File: config.mk
export PLATFORM = sky130hd
export DESIGN_NAME = motor_sync_multi_flat
export DESIGN_NICKNAME = d
export VERILOG_FILES = /design/src/rtl/motor_sync_multi_if.sv /design/src/rtl/motor_sync_multi.sv /design/src/flat_wrapper.sv
export SDC_FILE = /design/constraint.sdc
export NUM_CORES = 1
export LEC_CHECK = 0
export CAP_MARGIN = 20
export CORE_MARGIN = 3
export CORE_UTILIZATION = 25
export CTS_CLUSTER_SIZE = 25
export DETAILED_ROUTE_END_ITERATION = 10
export GPL_ROUTABILITY_DRIVEN = 0
export PLACE_DENSITY = 0.37
export SLEW_MARGIN = 20
export SYNTH_ARGS = -nofsm -noshare
export SYNTH_HDL_FRONTEND = slang
export SYNTH_SLANG_ARGS = --single-unit
File: constraint.sdc
create_clock -name clk -period 3.11 [get_ports clk]
set_input_delay 0.622 -clock clk [delete_from_list [all_inputs] [get_ports clk]]
set_output_delay 0.622 -clock clk [all_outputs]
set_load 0.05 [all_outputs]
File: src/rtl/motor_sync_multi_if.sv
// rtl/motor_sync_multi_if.sv - control, strobe and stretched-output bundle for motor_sync_multi
interface motor_sync_multi_if #(
  parameter int CHANNELS = 4,
  parameter int CNT_W    = 11
);
  logic                enable;
  logic [CNT_W-1:0]    hold_cycles;
  logic                retrig;
  logic                edge_mode;
  logic [CHANNELS-1:0] signal_in;
  logic [CHANNELS-1:0] long_signal;
  logic [CHANNELS-1:0] done_pulse;
  logic                any_active;

  modport master (
    output enable, hold_cycles, retrig, edge_mode, signal_in,
    input  long_signal, done_pulse, any_active
  );

  modport slave (
    input  enable, hold_cycles, retrig, edge_mode, signal_in,
    output long_signal, done_pulse, any_active
  );
endinterface

File: src/rtl/motor_sync_multi.sv
// rtl/motor_sync_multi.sv - multi-channel synchronised, retriggerable pulse stretcher
module motor_sync_multi #(
  parameter int CHANNELS    = 4,
  parameter int CNT_W       = 11,
  parameter int SYNC_STAGES = 2
) (
  input  logic              clk,
  input  logic              rst,
  motor_sync_multi_if.slave bus
);

  typedef enum logic {IDLE = 1'b0, ACTIVE = 1'b1} state_t;

  logic [CHANNELS-1:0][SYNC_STAGES-1:0] sync_q, sync_d;
  logic [CHANNELS-1:0]                  sync_dly_q, sync_dly_d;
  state_t                               state_q [CHANNELS];
  state_t                               state_d [CHANNELS];
  logic [CHANNELS-1:0][CNT_W-1:0]       cnt_q, cnt_d;
  // Set once the count has started falling; closes the one-shot continuation window.
  logic [CHANNELS-1:0]                  run_q, run_d;
  logic [CHANNELS-1:0]                  long_q, long_d;
  logic [CHANNELS-1:0]                  done_q, done_d;
  logic                                 any_q, any_d;
  logic [CHANNELS-1:0]                  sync, trig;

  // Shift each synchroniser chain and derive the per-channel trigger
  always_comb begin
    sync_d = sync_q;
    sync   = '0;
    trig   = '0;
    for (int ch = 0; ch < CHANNELS; ch++) begin
      sync_d[ch] = {sync_q[ch][SYNC_STAGES-2:0], bus.signal_in[ch]};
      sync[ch]   = sync_q[ch][SYNC_STAGES-1];
      trig[ch]   = bus.edge_mode ? (sync[ch] & ~sync_dly_q[ch]) : sync[ch];
    end
    // Edge history keeps tracking while disabled so a stale edge never fires.
    sync_dly_d = sync;
  end

  // Next state of every channel's stretch FSM; enable low forces a silent clear
  always_comb begin
    state_d = state_q;
    cnt_d   = cnt_q;
    run_d   = run_q;
    long_d  = long_q;
    done_d  = '0;
    for (int ch = 0; ch < CHANNELS; ch++) begin
      if (!bus.enable) begin
        state_d[ch] = IDLE;
        cnt_d[ch]   = '0;
        run_d[ch]   = 1'b0;
        long_d[ch]  = 1'b0;
      end else begin
        case (state_q[ch])
          IDLE: begin
            if (trig[ch]) begin
              state_d[ch] = ACTIVE;
              cnt_d[ch]   = bus.hold_cycles;
              run_d[ch]   = 1'b0;
              long_d[ch]  = 1'b1;
            end
          end
          ACTIVE: begin
            if (trig[ch] && bus.retrig) begin
              cnt_d[ch] = bus.hold_cycles;
              run_d[ch] = 1'b0;
            end else if (trig[ch] && !run_q[ch] && (cnt_q[ch] != '0)) begin
              // One-shot: still inside the initial high period, keep the count topped up.
              cnt_d[ch] = bus.hold_cycles;
            end else if (cnt_q[ch] != '0) begin
              cnt_d[ch] = cnt_q[ch] - CNT_W'(1);
              run_d[ch] = 1'b1;
            end else begin
              state_d[ch] = IDLE;
              run_d[ch]   = 1'b0;
              long_d[ch]  = 1'b0;
              done_d[ch]  = 1'b1;
            end
          end
          default: state_d[ch] = IDLE;
        endcase
      end
    end
    any_d = |long_d;
  end

  // Register synchronisers, channel state and all outputs
  always_ff @(posedge clk or negedge rst) begin
    if (!rst) begin
      sync_q     <= '0;
      sync_dly_q <= '0;
      cnt_q      <= '0;
      run_q      <= '0;
      long_q     <= '0;
      done_q     <= '0;
      any_q      <= 1'b0;
      for (int ch = 0; ch < CHANNELS; ch++) begin
        state_q[ch] <= IDLE;
      end
    end else begin
      sync_q     <= sync_d;
      sync_dly_q <= sync_dly_d;
      cnt_q      <= cnt_d;
      run_q      <= run_d;
      long_q     <= long_d;
      done_q     <= done_d;
      any_q      <= any_d;
      state_q    <= state_d;
    end
  end

  assign bus.long_signal = long_q;
  assign bus.done_pulse  = done_q;
  assign bus.any_active  = any_q;

endmodule

File: src/flat_wrapper.sv
// flat-port wrapper written by rule: the top's interface ports become plain ports
module motor_sync_multi_flat 
#(
  parameter int CHANNELS    = 4,
  parameter int CNT_W       = 11,
  parameter int SYNC_STAGES = 2
)
  (clk, rst, bus_enable, bus_hold_cycles, bus_retrig, bus_edge_mode, bus_signal_in, bus_long_signal, bus_done_pulse, bus_any_active);
  motor_sync_multi_if #(.CHANNELS(CHANNELS), .CNT_W(CNT_W)) bus_i ();
  input  logic clk;
  input  logic rst;
  input wire logic [$bits(bus_i.enable)-1:0] bus_enable;
  input wire logic [$bits(bus_i.hold_cycles)-1:0] bus_hold_cycles;
  input wire logic [$bits(bus_i.retrig)-1:0] bus_retrig;
  input wire logic [$bits(bus_i.edge_mode)-1:0] bus_edge_mode;
  input wire logic [$bits(bus_i.signal_in)-1:0] bus_signal_in;
  output wire logic [$bits(bus_i.long_signal)-1:0] bus_long_signal;
  output wire logic [$bits(bus_i.done_pulse)-1:0] bus_done_pulse;
  output wire logic [$bits(bus_i.any_active)-1:0] bus_any_active;
  assign bus_i.enable = bus_enable;
  assign bus_i.hold_cycles = bus_hold_cycles;
  assign bus_i.retrig = bus_retrig;
  assign bus_i.edge_mode = bus_edge_mode;
  assign bus_i.signal_in = bus_signal_in;
  assign bus_long_signal = bus_i.long_signal;
  assign bus_done_pulse = bus_i.done_pulse;
  assign bus_any_active = bus_i.any_active;
  motor_sync_multi #(.CHANNELS(CHANNELS), .CNT_W(CNT_W), .SYNC_STAGES(SYNC_STAGES)) u_core (.clk(clk), .rst(rst), .bus(bus_i));
endmodule
## Word-level counts from Yosys, hierarchy flattened

Index checks and enable logic that the tools add are counted.
Widths: inputs -> output; s select.

- Output and inout port bits: 9
- Bits in registers: 73
- Bits of input ports: 20
- Logic and storage cells: 193

- Multiplexer cells: 116
- Reduce and logical (&&, ||, !) cells: 29
- $add $sub $neg: 4
- Bitwise operators: 12
- Equality and inequality tests: 12

Operators by type and width:

| kind | number |
|---|---|
| $mux 11 | 20 |
| $pmux 11 s2 | 4 |
| $mux 1 | 80 |
| $reduce_bool 11->1 | 4 |
| $sub 11x1->11 const B | 4 |
| $pmux 1 s2 | 12 |
| $ne 5x5->1 const B | 4 |
| $ne 4x4->1 const B | 4 |
| $reduce_and 2->1 | 8 |
| $logic_and 1x1->1 | 12 |
| $ne 3x2->1 const B | 4 |
| $not 1->1 | 8 |
| $and 1x1->1 | 4 |
| $logic_not 1->1 | 4 |
| $reduce_or 4->1 | 1 |

## Longest topological paths before layout

Gate-level depths: netlist of the first run.

- Depth after elaboration: 10
- Depth in mapped cells: 8
- Depth with buffers taken out: 8

## Worst setup path before layout of the first run

Ideal clock, no wire load.

- Path kind: register -> register
- Start: register u_core.cnt_q[33] (netlist name)
- End: register u_core.cnt_q[38] (netlist name)
- Required time: 3028 ps
- Buffers on the path: 1
- Path slack: 897 ps
- Arrival: 2131 ps
- Stages on the path, launching flop included: 9
- Library setup time: 82 ps
- Path through: dfrtp_1 -> inv_1 -> ha_1 -> or4b_1 -> nor4b_1 -> a221o_2 -> buf_6 -> mux2_2 -> o22ai_1

- Word-level cells in the longest chain between the ends: 6
- Elaborated cells between the ends (all ways): 10

RTL lines:

| element | line | text |
|---|---|---|
| start: declaration | motor_sync_multi.sv:18 | `logic [CHANNELS-1:0][CNT_W-1:0] cnt_q, cnt_d;` |
| start signal: assignment | motor_sync_multi.sv:103 | `cnt_q <= cnt_d;` |
| $sub 11x1->11 or $reduce_bool 11->1 (tied branches) | motor_sync_multi.sv:71, motor_sync_multi.sv:67, motor_sync_multi.sv:70 |  |
| $mux 11 or $logic_and 1x1->1 (tied branches) | motor_sync_multi.sv:70, motor_sync_multi.sv:67 |  |
| $mux 11 | motor_sync_multi.sv:67 | `end else if (trig[ch] && !run_q[ch] && (cnt_q[ch] != '0)) begin` |
| $mux 11 | motor_sync_multi.sv:64 | `if (trig[ch] && bus.retrig) begin` |
| $pmux 11 s2 | motor_sync_multi.sv:54 | `case (state_q[ch])` |
| $mux 11 | motor_sync_multi.sv:48 | `if (!bus.enable) begin` |

Several ways; a longest one is shown, not always the timed one. The select of a mux whose other input is x is not followed.
A chain may end at the register's enable or synchronous reset.

## Worst setup path after layout of the first run

- Start: register u_core.cnt_q[22] (netlist name)
- End: register u_core.cnt_q[31] (netlist name)

The elaborated chain is that of the path after synthesis.

==> results of run 1 <==
==> worst paths after layout <==
path | startpoint | endpoint | slack, ps | depth (start not counted)
worst min register to register | u_core.sync_d[5] | u_core.sync[2] | 350 | 0
min in group clk | u_core.sync_d[5] | u_core.sync[2] | 350 | 0
max in group asynchronous | rst | u_core.sync_dly_q[0] | 2310 | 1
worst max-delay path | u_core.cnt_q[22] | u_core.cnt_q[31] | 650 | 7
worst min-delay path | rst | u_core.cnt_q[18] | 310 | 1
worst max register to register | u_core.cnt_q[22] | u_core.cnt_q[31] | 650 | 7
==> cells by family after synthesis <==
group / after synthesis / synth area share, %
buffers and inverters: 45 / 4.92
AOI/OAI and AO/OA: 116 / 19.7
muxes: 43 / 10.1
and+or+nand+nor: 160 / 20.2
adders and majority gates: 8 / 2.34
DFF: 73 / 42.8
==> metrics by stage <==
stage | instance area (sq um) | cells | setup slack, ps | util [%]
2_1_floorplan | 4270 | 445 | 897 | -
4_1_cts | 5200 | 711 | 658 | 31.3
5_1_grt | 5210 | 711 | 444 | 31.3
3_3_place_gp | 4860 | 695 | 441 | 29.2
3_5_place_dp | 4860 | 695 | 436 | 29.2
6_report | 5210 | 711 | 651 | 31.3
==> registers in the layout, summed over array words and instances (netlist names) <==
signal and flops:
u_core.cnt_q 44, u_core.bus.done_pulse 4, u_core.sync 4, u_core.sync_dly_q 4
u_core.sync_d 4, u_core.bus.long_signal 4, u_core.state_q 4, u_core.run_q 4
u_core.bus.any_active 1
==> layer usage <==
metal / wire [microns] / track usage [%]
met3: 422 / 1.84
met2: 5800 / 22.8
met4: 279 / 5.94
met1: 6060 / 19.2
met5: 0 / 0
==> worst max-delay path: cells and delay by family, from the launching register on <==
kind / cells / cell delay [ps]
fa+ha+maj: 1 / 140
flops: 1 / 400
compound gates: 3 / 700
simple gates: 2 / 960
buf+inv: 1 / 110
==> report_power, final <==
| part | leakage, nW | switching (mW) | internal, mW |
|---|---|---|---|
| clock network | 0.166 | 0.417 | 0.805 |
| logic | 1.04 | 0.590 | 0.402 |
| registers | 0.950 | 0.128 | 1.06 |
==> final cells by class <==
| cell class | count | share of cell area [%] |
|---|---|---|
| clock buffers | 11 | 4.66 |
| repair buffers | 46 | 8.00 |
| flip-flops and latches | 73 | 35.1 |
| well taps | 220 | 5.28 |
| multi-input cells | 327 | 42.9 |
| clock inverters | 5 | 1.97 |
| inverters | 29 | 2.09 |
==> layout by cell type, fill, tap and decap left out, types with 3 or more instances in the layout <==
master,count
dfrtp_1,73
nand2_1,43
mux2i_1,41
o21ai_0,33
inv_1,29
nor2_1,29
clkdlybuf4s50_1,27
nor3_1,22
buf_4,18
o221ai_1,17
nor2b_1,11
a21oi_1,10
nand2b_1,10
o2bb2ai_1,9
clkbuf_16,9
o22ai_1,8
ha_1,8
nor4_1,7
nand3_1,7
o31ai_1,5
a21boi_0,4
o21ai_1,4
nor3b_1,4
and2_1,3
a22o_1,3
bufinv_16,3
==> reports/qor.csv, run 1 <==
metric,value,unit
status,completed,
hold_path.class,in2async,
timing.fmax,407,MHz
clock_latency,340,ps
crit_chain,inv_1 > ha_1 > nor4b_1 > a31oi_1 > o21ai_0 > nand2b_1 > o221ai_1,
die_area,18700,sq um
ys_seq_area_share,42.8,%
synth_top_cell_by_area,dfrtp_1,
synth_common_cells,"73 x dfrtp_1, 43 x nand2_1, 41 x mux2i_1",
yosysWarnings,0,
first_pass_iters,5,
fp.dieW,137,microns
worst_setup_path_end_kind,flop,
timing.final.max_slew_violations,0,
syn_area,4270,sq um
cts_buffers,9,
hold_buffers,0,
p_leak,2.15,nW
crit_fanout,9,
wl,12.6,mm
post_cts_buffers,0,
grt_pass1_wl,20.1,mm
ant_nets,0,
n_fill_cell,1705,
syn_inst,445,
final-seq-area,1830,sq um
post-route-drc-count,0,
n_antenna_cell,0,
cts_num_sinks,73,
io_buffers,28,
post-route-period-util,79.1,%
core,16600,sq um
cts_tree,done,
start_util,25.7,%
fp-row-count,47,
cp.arrival,2650,ps
setup_violations,0,
cts_buffer_depth,2,
syn_area_per_cell,9.60,sq um
synth_edf_count,0,
required,3300,ps
rsz0062_at_grt,no,
routedWlPerCell,17.7,microns
ys.flop_type,dfrtp_1,
htreeDepth,3,
syn_nets,473,
drive_gt1_share,10.8,%
final_hold_viol_count,0,
path_clk_slew,60,ps
drtIter0Drc,270,
critical_path_class,reg2reg,
finClkSkew,9.67,ps
cellPowerDensity,653,nW/um^2
fp.dieH,137,microns
yosys.area.top_type_share,42.8,%
tightest_slew,712,ps
ir_worst_vdd,0.000293,V
syn2layout_area_growth,21.9,%
start_kind,flop,
nNetsFinal,514,
via_count,3558,
multi_input_area,2240,sq um
track_usage,14.2,%
grt_pass1_vias,3588,
synth_area_leaders,"dfrtp_1 43%, mux2i_1 9.6%, o21ai_0 4.0%",
cts_resized,0,
hpwlAfterDp,8.73,mm
async_reset_ff_share,100,%
ys_ff_latch,73,
ios,29,
max-cap-violations,0,
grt_start_max_net_pins,74,
yosysMostFrequentCell,dfrtp_1,
cts-root-buf,clkbuf_16,
hold_ws,308,ps
antenna_found_initial,0,
synth.distinct_cells,62,
overflow,0,
via_per_inst,5.00,
crit_slowest_cell,nor4b_1,
finalCriticalPeriod,2460,ps
slowest_delay,550,ps
tns,0,ps
p_total,3.40,mW
timing.slew.headroom,52.5,%
(Power assumes the default switching activity.)
==> run 2, diff against run 1 <==
==> constraint.sdc (replaced) <==
create_clock -name clk -period 2.35 [get_ports clk]
set_input_delay 0.47 -clock clk [delete_from_list [all_inputs] [get_ports clk]]
set_output_delay 0.47 -clock clk [all_outputs]
set_load 0.05 [all_outputs]
==> run 2 against run 1 <==
Utilization is 1.4 points higher; flip-flop and latch count is the same; combinational power grew 46%; clock skew decreased by 3.0 ps; first-iteration DRC count down 14%; sequential share of layout area decreased by 1.5 points; largest power group is now registers; die area stayed put; highest routed layer unchanged; critical path type unchanged.
==> reports/qor.csv, run 2 (same netlist as run 1, synthesis figures left out) <==
metric,value,unit,change
status,completed,,unchanged
mostFrequentLayoutCells,"73 x dfrtp_1, 43 x nand2_1, 41 x mux2i_1",,unchanged
post-route-util,32.7,%,was 31.3%
overflow,0,,unchanged
max-cap-violations,0,,unchanged
cts_buffer_depth,2,,unchanged
drtIter0Drc,233,,was 270
hold_path.class,in2async,,unchanged
htreeDepth,3,,unchanged
timing.fmax,458,MHz,was 407 MHz
cellPowerDensity,829,nW/um^2,was 653 nW/um^2
cp.arrival,2420,ps,was 2650 ps
final_hold_viol_count,0,,unchanged
path_clk_slew,60,ps,about the same
crit_fanout,5,,was 9
postPlaceCellArea,5100,sq um,was 4860 sq um
tightest_slew,668,ps,was 712 ps
fp-row-count,47,,unchanged
top_register,u_core.cnt_q,,unchanged
grt_pass1_vias,3666,,was 3588
wl,12.9,mm,was 12.6 mm
pwr-share-clk,33.2,%,was 35.9%
post_cts_buffers,0,,unchanged
drive_gt1_share,15.6,%,was 10.8%
fp.dieW,137,microns,unchanged
timing.slew.headroom,55.1,%,was 52.5%
crit_chain,inv_1 > ha_1 > or4b_4 > o31a_1 > o221ai_4 > o21ai_1 > a22o_1,,was inv_1 > ha_1 > nor4b_1 > a31oi_1 > o21ai_0 > nand2b_1 > o221ai_1
required,2580,ps,was 3300 ps
finalInstanceArea,5440,sq um,was 5210 sq um
grt_start_max_net_pins,74,,unchanged
fp.dieH,137,microns,unchanged
core,16600,sq um,unchanged
setup_violations,0,,unchanged
grt_pass1_wl,20.7,mm,was 20.1 mm
syn2layout_area_growth,27.3,%,was 21.9%
track_usage,14.7,%,was 14.2%
cp_top_family,compound AO/OA/AOI/OAI gates,,was simple AND/OR/NAND/NOR gates
hpwlAfterDp,8.90,mm,was 8.73 mm
antenna_found_initial,0,,unchanged
cts_buffers,9,,unchanged
cts-root-buf,clkbuf_16,,unchanged
p_total,4.51,mW,was 3.40 mW
slowest_delay,510,ps,was 550 ps
hold_buffers,0,,unchanged
via_count,3600,,was 3558
ir_worst_vdd,0.000346,V,was 0.000293 V
worst_slack,166,ps,was 651 ps
tns,0,ps,unchanged
n_antenna_cell,0,,unchanged
cts_resized,0,,unchanged
via_per_inst,4.91,,was 5.00
critical_path_class,reg2reg,,unchanged
p_leak,2.27,nW,was 2.15 nW
worst_setup_path_end_kind,flop,,unchanged
routedWlPerCell,17.6,microns,was 17.7 microns
finalCriticalPeriod,2180,ps,was 2460 ps
combPwrFrac,32.2,%,was 29.1%
dp_slack,-58.5,ps,was 436 ps
post-route-drc-count,0,,unchanged
clock_latency,340,ps,about the same
timing.final.max_slew_violations,0,,unchanged
first_pass_iters,4,,was 5
p_int,2.95,mW,was 2.27 mW
cts_num_sinks,73,,unchanged
start_kind,flop,,unchanged
reg2reg_slack,170,ps,was 650 ps
post-route-period-util,92.9,%,was 79.1%
start_util,25.7,%,unchanged
io_buffers,28,,unchanged
finClkSkew,6.69,ps,was 9.67 ps
largest_register_ffs,44,,unchanged
ios,29,,unchanged
ant_nets,0,,unchanged
pwr-share-seq,34.6,%,was 34.9%
crit_slowest_cell,or4b_4,,was nor4b_1
layout_commonest_cell,dfrtp_1,,unchanged
die_area,18700,sq um,unchanged
cp_num_buf_inv,1,,unchanged
cts_tree,done,,unchanged
nNetsFinal,537,,was 514
rsz0062_at_grt,no,,unchanged
power.share.switching,34.6,%,was 33.4%
p_sw,1.56,mW,was 1.13 mW
run 2: cell count changes in the layout (fill, tap and decap cells not counted), sizes merged:
cell	delta
buf	+22
clkinv	+3
clkbuf	-2
bufinv	-1
clkinvlp	-1
o221ai	+1
run 2: routing by layer:
| layer | track usage [%] | vias up | share of wire, % |
|---|---|---|---|
| li1 | - | 1764 | - |
| met1 | 20.5 | 1749 | 49 |
| met2 | 22.2 | 67 | 44 |
| met3 | 2.43 | 20 | 3.7 |
| met4 | 6.55 | 0 | 2.7 |
| met5 | 0 | - | 0 |
run 2: through the flow:
| stage | cells | hold slack [ps] |
|---|---|---|
| final | 733 | 143 |
| after global routing | 733 | 168 |
| after CTS | 732 | 163 |
| after detailed placement | 717 | 338 |
| after global placement | 717 | 333 |
| after floorplan | 445 | 174 |
run 2: area by class of cell:
| type | instances | area (sq um) |
|---|---|---|
| clock buffer | 9 | 225 |
| clock inverter | 6 | 83.8 |
| fill | 1711 | 11200 |
| inverter | 29 | 109 |
| multi-input combinational | 328 | 2270 |
| sequential | 73 | 1830 |
| tap | 220 | 275 |
| timing repair buffer | 68 | 653 |
run 2: worst register-to-register path, cell delays in order (launching register included):
cell and delay (ps):
dfrtp_1 390, inv_1 100, ha_1 140, or4b_4 510, o31a_1 330, o221ai_4 260, o21ai_1 110, a22o_1 220
run 2: final timing paths:
| kind | startpoint | endpoint | cells after the start |
|---|---|---|---|
| max in group asynchronous | rst | u_core.cnt_q[1] | 2 |
| max | u_core.cnt_q[1] | u_core.cnt_q[5] | 7 |
| min in group clk | u_core.sync_d[1] | u_core.sync[0] | 0 |
| min | rst | u_core.cnt_q[17] | 2 |
| min reg2reg | u_core.sync_d[1] | u_core.sync[0] | 0 |
| max reg2reg | u_core.cnt_q[1] | u_core.cnt_q[5] | 7 |
run 2: power by group through the flow:
stage / Sequential [mW] / Combinational, mW / Clock, mW
6_report: 1.56 / 1.45 / 1.50
3_5_place_dp: 1.58 / 1.44 / 0
3_3_place_gp: 1.58 / 1.44 / 0
4_1_cts: 1.56 / 1.45 / 1.55
5_1_grt: 1.59 / 1.62 / 1.59
2_1_floorplan: 1.60 / 0.908 / 0
==> run 3, diff against run 2 <==
--- a/config.mk
+++ b/config.mk
@@ -7,11 +7,11 @@
 export LEC_CHECK = 0
 export CAP_MARGIN = 20
 export CORE_MARGIN = 3
-export CORE_UTILIZATION = 25
+export CORE_UTILIZATION = 50
 export CTS_CLUSTER_SIZE = 25
 export DETAILED_ROUTE_END_ITERATION = 10
 export GPL_ROUTABILITY_DRIVEN = 0
-export PLACE_DENSITY = 0.37
+export PLACE_DENSITY = 0.66
 export SLEW_MARGIN = 20
 export SYNTH_ARGS = -nofsm -noshare
 export SYNTH_HDL_FRONTEND = slang
==> constraint.sdc (replaced) <==
create_clock -name clk -period 2.4 [get_ports clk]
set_input_delay 0.48 -clock clk [delete_from_list [all_inputs] [get_ports clk]]
set_output_delay 0.48 -clock clk [all_outputs]
set_load 0.05 [all_outputs]
==> run 3 against run 2 <==
Via count rose by 2.9%; routed wire length fell by 15%; clock skew fell by 3.8 ps; largest cell class unchanged; power fell by 5.7%; maximum frequency fell by 3.5%; count of clock-buffer cells in the layout rose by 2; critical endpoint is now u_core.cnt_q[34]; hold slack got worse by 72 ps; register-to-register slack got worse by 30 ps; first-iteration DRC count fell by 38%; non-clock buffer count rose by 1.
==> reports/qor.csv, run 3 (same netlist as run 1, synthesis figures left out) <==
metric,value,unit,change
fp.dieW,98.4,microns,was 137 microns
hpwlAfterDp,7.98,mm,was 8.90 mm
fin_cells,619,,was 733
nNetsFinal,537,,unchanged
worst_setup_path_end_kind,flop,,unchanged
grt_pass1_wl,18.3,mm,was 20.7 mm
syn2layout_area_growth,22.2,%,was 27.3%
wl,10.9,mm,was 12.9 mm
hold_buffers,0,,unchanged
mostFrequentLayoutCells,"73 x dfrtp_1, 43 x nand2_1, 41 x mux2i_1",,unchanged
htreeDepth,3,,unchanged
drive_gt1_share,15.4,%,was 15.6%
cellPowerDensity,814,nW/um^2,was 829 nW/um^2
top_register,u_core.cnt_q,,unchanged
first_pass_iters,5,,was 4
postPlaceCellArea,4880,sq um,was 5100 sq um
finalInstanceArea,5220,sq um,was 5440 sq um
final-seq-area,1830,sq um,unchanged
layout_commonest_cell,dfrtp_1,,unchanged
rsz0062_at_grt,no,,unchanged
n_antenna_cell,0,,unchanged
p_total,4.25,mW,was 4.51 mW
required,2670,ps,was 2580 ps
track_usage,23.5,%,was 14.7%
crit_slowest_cell,or4b_1,,was or4b_4
crit_chain,inv_1 > ha_1 > or4b_1 > nor4b_2 > a221o_2 > mux2_2 > o21ai_0,,was inv_1 > ha_1 > or4b_4 > o31a_1 > o221ai_4 > o21ai_1 > a22o_1
max-cap-violations,0,,unchanged
via_count,3703,,was 3600
timing.fmax,442,MHz,was 458 MHz
cts_tree,done,,unchanged
dp.cells,597,,was 717
cts-root-buf,clkbuf_8,,was clkbuf_16
final_hold_viol_count,0,,unchanged
hold_path.class,in2async,,unchanged
cp.arrival,2540,ps,was 2420 ps
multi_input_area,2240,sq um,was 2270 sq um
ant_nets,0,,unchanged
grt_start_max_net_pins,35,,was 74
antenna_found_initial,0,,unchanged
status,completed,,unchanged
cts_buffer_depth,2,,unchanged
setup_violations,0,,unchanged
critical_path_class,reg2reg,,unchanged
die_area,9690,sq um,was 18700 sq um
drtIter0Drc,144,,was 233
fp-row-count,33,,was 47
via_per_inst,5.98,,was 4.91
crit_fanout,6,,was 5
ir_worst_vdd,0.000408,V,was 0.000346 V
largest_register_ffs,44,,unchanged
overflow,0,,unchanged
cts_num_sinks,73,,unchanged
start_util,51.7,%,was 25.7%
grt_pass1_vias,3692,,was 3666
ios,29,,unchanged
n_fill_cell,697,,was 1711
start_kind,flop,,unchanged
path_clk_slew,80,ps,was 60 ps
post-route-drc-count,0,,unchanged
clock_latency,350,ps,was 340 ps
io_buffers,28,,unchanged
cts_buffers,9,,unchanged
tns,0,ps,unchanged
post-route-period-util,94.4,%,was 92.9%
timing.slew.headroom,55.1,%,about the same
timing.final.max_slew_violations,0,,unchanged
core,8260,sq um,was 16600 sq um
p_leak,2.26,nW,was 2.27 nW
slowest_delay,540,ps,was 510 ps
finClkSkew,2.88,ps,was 6.69 ps
finalCriticalPeriod,2260,ps,was 2180 ps
tightest_slew,668,ps,about the same
fp.dieH,98.4,microns,was 137 microns
routedWlPerCell,17.7,microns,was 17.6 microns
-- run 3: cell types whose count changed in the layout (fill, tap and decap cells not counted) --
cell / before / now
buf_4: 35 / 38
o21ai_1: 6 / 4
o21ai_0: 31 / 33
or4b_1: 1 / 2
clkinv_2: 3 / 1
or4b_4: 2 / 1
buf_12: 6 / 4
clkbuf_8: 0 / 11
o31ai_2: 1 / 0
bufinv_16: 2 / 4
o31ai_1: 4 / 5
clkinv_4: 1 / 0
o221ai_2: 1 / 0
clkbuf_16: 9 / 0
-- run 3: critical path, delay by kind of cell, from the launching register on --
| kind | cells | cell delay, ps |
|---|---|---|
| mux | 1 | 350 |
| flops | 1 | 430 |
| simple gates | 2 | 780 |
| fa+ha+maj | 1 | 160 |
| buf+inv | 1 | 100 |
| compound gates | 2 | 370 |
-- run 3: what timing repair did --
action	4_1_cts	5_1_grt
resized for setup	0	2
endpoints found under the setup margin	0	8
buffers inserted	0	6
-- run 3: layout make-up --
| cell class | instances | area share, % |
|---|---|---|
| multi-input cells | 327 | 42.9 |
| flip-flops and latches | 73 | 35.0 |
| repair buffers | 69 | 12.2 |
| clock buffers | 11 | 2.90 |
| well taps | 105 | 2.52 |
| clock inverters | 5 | 2.40 |
| inverters | 29 | 2.08 |
-- run 3: layer usage --
| layer | wire length [microns] | part of all wire (%) | up-vias | track usage [%] |
|---|---|---|---|---|
| met5 | 0 | 0 | - | 0 |
| met4 | 273 | 2.5 | 0 | 9.14 |
| met3 | 511 | 4.7 | 22 | 4.74 |
| met2 | 5480 | 50 | 90 | 39.6 |
| met1 | 4680 | 43 | 1830 | 29.8 |
| li1 | - | - | 1761 | - |
-- run 3: per-stage QoR --
step                setup WS (ps)  hold WS, ps  util, %
finish                        136         71.3     63.2
global placement             93.7          333     59.1
CTS                          73.7         85.2     62.5
floorplan                     187          184        -
global route                 2.52         90.7     63.2
detailed placement           24.6          336     59.1
-- run 3: power breakdown --
part / total, mW / internal, mW / leakage [nW] / switching (mW)
Clock: 1.33 / 0.851 / 0.140 / 0.483
Combinational: 1.39 / 0.606 / 1.17 / 0.782
Sequential: 1.53 / 1.37 / 0.950 / 0.159
Total: 4.25 / 2.83 / 2.26 / 1.42
-- run 3: final timing paths --
path,start,endpoint,slack (ps),depth (start not counted)
max,u_core.cnt_q[34],u_core.cnt_q[34],140,7
min,rst,u_core.sync_dly_q[1],70,1
min in group clk,u_core.sync_d[1],u_core.sync[0],350,0
max in group asynchronous,rst,u_core.cnt_q[29],1700,2
max reg2reg,u_core.cnt_q[34],u_core.cnt_q[34],140,7
min reg2reg,u_core.sync_d[1],u_core.sync[0],350,0
